[config.mk]
export PLATFORM = sky130hd
export DESIGN_NAME = pwm_deadtime
export DESIGN_NICKNAME = d
export VERILOG_FILES = /design/src/rtl/pwm_pkg.sv /design/src/rtl/pwm_deadtime.sv
export SDC_FILE = /design/constraint.sdc
export NUM_CORES = 1
export LEC_CHECK = 0
export CORE_ASPECT_RATIO = 0.8
export CORE_MARGIN = 2
export CORE_UTILIZATION = 30
export DETAILED_ROUTE_END_ITERATION = 7
export SYNTH_ARGS = -nofsm -noshare
export SYNTH_HDL_FRONTEND = slang
export SYNTH_SLANG_ARGS = --single-unit
[constraint.sdc]
create_clock -name clk_i -period 2 [get_ports clk_i]
set_input_delay 0.4 -clock clk_i [delete_from_list [all_inputs] [get_ports clk_i]]
set_output_delay 0.4 -clock clk_i [all_outputs]
set_load 0.1 [all_outputs]
[src/rtl/pwm_pkg.sv]
// Shared types and defaults for the PWM output stages.
package pwm_pkg;

  typedef enum logic [2:0] {
    OFF,
    DEAD_H,
    HIGH,
    DEAD_L,
    LOW,
    TRIP
  } pwm_dt_state_t;

  localparam int DT_W_DEFAULT = 8;

endpackage

[src/rtl/pwm_deadtime.sv]
// Complementary high/low gate driver with programmable dead time, enable gating
// and a latched trip-zone shutdown. Runs in the same clock domain as its PWM source.
module pwm_deadtime
  import pwm_pkg::*;
#(
  parameter int DT_W = DT_W_DEFAULT
) (
  input  logic            clk_i,
  input  logic            rst_n_i,
  input  logic            PWM_i,
  input  logic            enable_i,
  input  logic            trip_i,
  input  logic            clear_i,
  input  logic [DT_W-1:0] deadtime_i,
  output logic            PWM_H_o,
  output logic            PWM_L_o,
  output logic            fault_o,
  output logic            active_o
);

  pwm_dt_state_t   state;
  pwm_dt_state_t   next_state;
  logic [DT_W-1:0] dt_cnt;
  logic            load_cnt;
  logic            in_dead;
  logic            pwm_h_q;
  logic            pwm_l_q;
  logic            fault_q;
  logic            active_q;

  assign in_dead = (state == DEAD_H) || (state == DEAD_L);

  // A DEAD state whose counter hits zero commits to its target before the abort check.
  always_comb begin
    next_state = state;
    if (trip_i) begin
      next_state = TRIP;
    end else if (state == TRIP) begin
      if (clear_i) next_state = OFF;
    end else if (!enable_i) begin
      next_state = OFF;
    end else begin
      case (state)
        OFF:     next_state = PWM_i ? DEAD_H : DEAD_L;
        LOW:     if (PWM_i)  next_state = DEAD_H;
        HIGH:    if (!PWM_i) next_state = DEAD_L;
        DEAD_H: begin
          if (dt_cnt == '0)  next_state = HIGH;
          else if (!PWM_i)   next_state = LOW;
        end
        DEAD_L: begin
          if (dt_cnt == '0)  next_state = LOW;
          else if (PWM_i)    next_state = HIGH;
        end
        default: next_state = OFF;
      endcase
    end
  end

  assign load_cnt = ((next_state == DEAD_H) || (next_state == DEAD_L)) &&
                    (next_state != state);

  always_ff @(posedge clk_i or negedge rst_n_i) begin
    if (!rst_n_i) begin
      state  <= OFF;
      dt_cnt <= '0;
    end else begin
      state <= next_state;
      if (load_cnt)
        dt_cnt <= deadtime_i;
      else if (in_dead && (dt_cnt != '0))
        dt_cnt <= dt_cnt - 1'b1;
    end
  end

  // Outputs are decoded from next_state into flops so every gate pin comes straight off a register.
  always_ff @(posedge clk_i or negedge rst_n_i) begin
    if (!rst_n_i) begin
      pwm_h_q  <= 1'b0;
      pwm_l_q  <= 1'b0;
      fault_q  <= 1'b0;
      active_q <= 1'b0;
    end else begin
      pwm_h_q  <= (next_state == HIGH);
      pwm_l_q  <= (next_state == LOW);
      fault_q  <= (next_state == TRIP);
      active_q <= (next_state == DEAD_H) || (next_state == HIGH) ||
                  (next_state == DEAD_L) || (next_state == LOW);
    end
  end

  assign PWM_H_o  = pwm_h_q;
  assign PWM_L_o  = pwm_l_q;
  assign fault_o  = fault_q;
  assign active_o = active_q;

endmodule
# After elaboration in Yosys (flattened, before gate mapping)
# Index checks and enable logic that the tools add are counted.
[totals]
ff_bits = 15
wordCells = 43
input_bits = 14
[classes]
n_reduce_logical = 11
n_eq_ne = 11
n_addsub = 1
muxes = 14
[op_table]
columns = ["op", "n"]
rows = [
  ["2-to-1 mux 3 bit", 10],
  ["2-to-1 mux 8 bit", 2],
  ["case mux 3 bit (5 select lines)", 1],
  ["== test 3 x 2 -> 1 bit, second input constant", 4],
  ["== test 3 bit, second input constant", 4],
  ["logical NOT 8 bit", 1],
  ["nonzero test 8 bit", 1],
  ["subtractor 8 x 1 -> 8 bit, second input constant", 1],
  ["== test 3 x 1 -> 1 bit, second input constant", 2],
  ["logical OR 1 bit", 5],
  ["logical NOT 3 bit", 1],
  ["!= test 3 bit", 1],
  ["logical AND 1 bit", 2],
  ["2-to-1 mux 2 bit", 1],
  ["nonzero test 2 bit", 1],
]

# Depth between registers and ports, before layout
[depth]
ltp_word = 10
depth_mapped = 6
mapped_depth_nobuf = 6

# Worst setup path after synthesis
# Ideal clock, no wire load.
[synth_timing]
kind = "reg-to-reg"
startpoint = "reg dt_cnt[0]"
endpoint = "reg dt_cnt[3]"
setup_slack_ns = 0.445
arrival_time_ns = 1.430
stages_incl_launch_ff = 7
path_buffers = 0
period_less_slack_ns = 1.555
t_required_ns = 1.875
setup_ns = 0.125
path_cell_list = "dfrtp_1 inv_1 ha_1 nor3b_4 and2_4 o21ai_1 mux2_2"
[synth_via]
elab_chain_cells = 10
word_cells_on_any_way = 18
cone_classes = "1 x add/sub; 3 x eq/ne; 8 x mux; 6 x reduce/logical"
[synth_rtl]
columns = ["item", "line_no", "rtl"]
rows = [
  ["start: declaration", "pwm_deadtime.sv:23", "logic [DT_W-1:0] dt_cnt;"],
  ["start signal: assignment", "pwm_deadtime.sv:70", "dt_cnt <= deadtime_i;"],
  ["start signal: assignment", "pwm_deadtime.sv:72", "dt_cnt <= dt_cnt - 1'b1;"],
  ["logical NOT 8 bit", "pwm_deadtime.sv:48, pwm_deadtime.sv:52", ""],
  ["2-to-1 mux 3 bit (on tied branches)", "pwm_deadtime.sv:52, pwm_deadtime.sv:48", ""],
  ["case mux 3 bit (5 select lines)", "pwm_deadtime.sv:43", "case (state)"],
  ["2-to-1 mux 3 bit", "pwm_deadtime.sv:40", "end else if (!enable_i) begin"],
  ["2-to-1 mux 3 bit", "pwm_deadtime.sv:38", "end else if (state == TRIP) begin"],
  ["2-to-1 mux 3 bit", "pwm_deadtime.sv:36", "if (trip_i) begin"],
  ["== test 3 x 1 -> 1 bit / == test 3 x 2 -> 1 bit (equally long branches)", "pwm_deadtime.sv:60", "assign load_cnt = ((next_state == DEAD_H) || (next_state == DEAD_L)) &&"],
  ["logical OR 1 bit", "pwm_deadtime.sv:60", ""],
  ["logical AND 1 bit", "pwm_deadtime.sv:60", ""],
  ["2-to-1 mux 8 bit / nonzero test 2 bit (equally long branches)", "n/a", ""],
]
# Several ways; a longest one is shown, not always the timed one. The select of a mux whose other input is x is not followed.
# A chain may end at the register's enable or synchronous reset.

# Final worst setup path
[layout_timing]
startpoint = "reg dt_cnt[1]"
endpoint = "reg dt_cnt[3]"
# Same word-level chain as after synthesis.

==> results_dict.tcl <==
set metrics [dict create \
    ys_dominant_reg_cell "dfrtp_1" \
    timing.setup.critical_path_class "reg -> reg" \
    fp.coreArea_um2 2790 \
    antenna_violating_nets_post_route 0 \
    power-per-cell-area_nw_per_um2 1010 \
    critical_path.startpoint_type "flop" \
    largest_net_degree_at_the_start_of_global_routing 16 \
    hpwlAfterDp_um 1440 \
    max_freq_mhz 584 \
    grtUsageTotal 0.120 \
    initial_antenna_violation_count 0 \
    postCtsHoldBufs 0 \
    total_iterations_of_the_first_detailed_routing_run 4 \
    n_fill_cell 286 \
    synth_area_leader_cell "dfrtp_1" \
    final_core_density 0.419 \
    root_buffer "clkbuf_8" \
    finish.instance_area_um2 1170 \
    number_of_setup_violations_in_the_final_report 0 \
    grt_setup_unrepaired "false" \
    m1WireLength_um 919 \
    part_of_the_cycle_the_worst_path_needs 0.856 \
    placedInstanceArea_um2 1120 \
    drt_iter0_drc 32 \
    initial_utilization 0.320 \
    rows 17 \
    average_footprint_of_a_synthesized_cell_um2 10.1 \
    route.detailed.drc 0 \
    total_power_mw 1.18 \
    vdd.ir_drop.worst_mv 0.476 \
    cts-root-to-sink-buffers 2 \
    cts_made_buffers 3 \
    max_cap_viols 0 \
    synth_sequential_area_ratio 0.421 \
    placed_cells_incl_taps 145 \
    num_antenna_cells 0 \
    postCtsResizedCells 0 \
    dieWidth_um 65.0 \
    first_global_vias 706 \
    route.met2.wl_um 771 \
    synth_edf_count 0 \
    globalRoute.totalOverflow 0 \
    final_cells 149 \
    viasPerCell 4.81 \
    fraction_of_layout_instances_using_a_drive_strength_above_1 0.162 \
    cts_setup_buffers 0 \
    final-seq-area_um2 375 \
    flip_flop_and_latch_count_after_synthesis 15 \
    syn-instance-count 88 \
    clkLatencyLatePin_ns 0.24 \
    finalWeightedCongestion 0.822 \
    syn-num-nets 104 \
    slew_viol_final 0 \
    nets 128 \
    vias 716 \
    hold_violations 0 \
    slew_headroom 0.768 \
    worst_ep_arrival_time_ns 1.84 \
    synthDistinctLibCells 34 \
    cp-end-kind "flop" \
    worst_setup_hold_path_clk_slew_ns 0.06 \
    grt_pass1_wl_um 3150 \
    finalSetupTns_ns 0 \
    critical_path.max_fanout 8 \
    worstPathRequired_ns 2.13 \
    port-buffer-count 17 \
    wirelength_um 1800 \
    synth_warnings 0 \
    worst_pin_slew_ns 0.345 \
    postSynth.asyncResetShare 1.00 \
    routedWlPerCell_um 12.1 \
    tritoncts "yes" \
    result_of_the_run "completed" \
    number_of_clock_sinks 15 \
    clock-skew-final_ns 0.00327 \
    yosys.area.top_type_share 0.421 \
    die_y_um 52.8 \
    cellLeakagePower_nw 0.461 \
    top_layer "met3" \
    netlist_top_cells_area "dfrtp_1, xnor2_1, nand2_1" \
    period_needed_ns 1.71 \
    cts-htree-levels 1 \
    die-area_um2 3430 \
    ioPinCount 18 \
    met3_length_um 106 \
    syn_area_um2 892 \
    worst_hold_path_type "in -> async" \
    multiInputGateArea_um2 490 \
    layout-area-overhead-vs-synth_pct 30.9 \
]
==> cell families after synthesis <==
group                      after synthesis  share of synthesized area
AOI/OAI and AO/OA                       17                      0.116
xor gates and xnor gates                 6                     0.0589
adders and majority gates                2                     0.0280
buffers and inverters                    6                     0.0294
DFF                                     15                      0.421
muxes                                    4                     0.0463
and+or+nand+nor                         38                      0.300
==> final timing paths <==
| path | start | endpoint | slack (ns) | cells after the start |
|---|---|---|---|---|
| setup / recovery | dt_cnt[1]$_DFFE_PN0P_ | dt_cnt[3]$_DFFE_PN0P_ | 0.29 | 6 |
| hold / removal | rst_n_i | dt_cnt[4]$_DFFE_PN0P_ | 0.47 | 2 |
| setup reg to reg | dt_cnt[1]$_DFFE_PN0P_ | dt_cnt[3]$_DFFE_PN0P_ | 0.29 | 6 |
| hold reg to reg | state[0]$_DFF_PN0_ | state[1]$_DFF_PN0_ | 0.62 | 2 |
| max in group asynchronous | rst_n_i | fault_o$_DFF_PN0_ | 1.35 | 2 |
| min in group clk_i | state[0]$_DFF_PN0_ | state[1]$_DFF_PN0_ | 0.62 | 2 |
==> worst max-delay path: stages (launching register included) <==
cell and delay, ns:
dfrtp_1 0.41, inv_1 0.12, ha_1 0.15, nor3b_4 0.33
and2_4 0.25, o21ai_1 0.07, mux2_2 0.27
==> metal layers <==
metal / GRT usage / vias to the layer above
met5: 0 / -
met4: 0.0106 / 0
met2: 0.189 / 19
met1: 0.166 / 334
li1: - / 363
met3: 0.0387 / 0
==> synth_stat cells (all sizes together), types with 2 or more instances <==
master  count
a211o       2
mux2i       3
a211oi      2
nand2       9
nor2        3
nand3b      2
ha          2
buf         3
xnor2       6
nor3        3
dfrtp      15
nor4b       3
inv         3
nand3       2
a21oi       4
o21ai       7
nor3b       3
nand2b      3
nor4        2
==> power by group <==
group | internal [mW] | switching [mW]
Clock | 0.141 | 0.0943
Sequential | 0.394 | 0.132
Combinational | 0.212 | 0.204
==> placed cells by master, fill, tap and decap left out, drive strengths merged <==
cell type	netlist	routed
o21ai	7	7
or4b	1	1
dfrtp	15	15
o41ai	1	1
nand3b	2	2
ha	2	2
nor2	3	3
nand2	9	9
nor3	3	3
and3b	1	1
buf	3	9
clkbuf	0	4
mux2	1	1
a211o	2	2
nor4	2	2
or2	1	1
clkdlybuf4s50	0	13
nor4bb	1	1
and2	1	1
xnor2	6	6
nor4b	3	3
nand3	2	2
and4bb	1	1
inv	3	3
mux2i	3	3
o211ai	1	1
or2b	1	1
a21oi	4	4
or3	1	1
a211oi	2	2
nand2b	3	3
nor3b	3	3
==> per-stage QoR <==
stage                     hold WS, ns  setup WS [ns]
final                           0.472          0.289
after detailed placement        0.621         0.0981
after global routing            0.500          0.143
after CTS                       0.481          0.269
after global placement          0.619          0.127
after floorplan                 0.104          0.445
==> registers in the layout, summed over array words and instances (netlist names) <==
name	cells
PWM_H_o	1
PWM_L_o	1
active_o	1
dt_cnt	8
fault_o	1
state	3
==> area by class of cell <==
cell class	instances	area share
well taps	38	0.0407
clock buffers	4	0.0386
multi-input cells	67	0.420
flip-flops and latches	15	0.322
inverters	3	0.00965
repair buffers	22	0.169
Note: power is estimated with default switching activity, not from simulation.
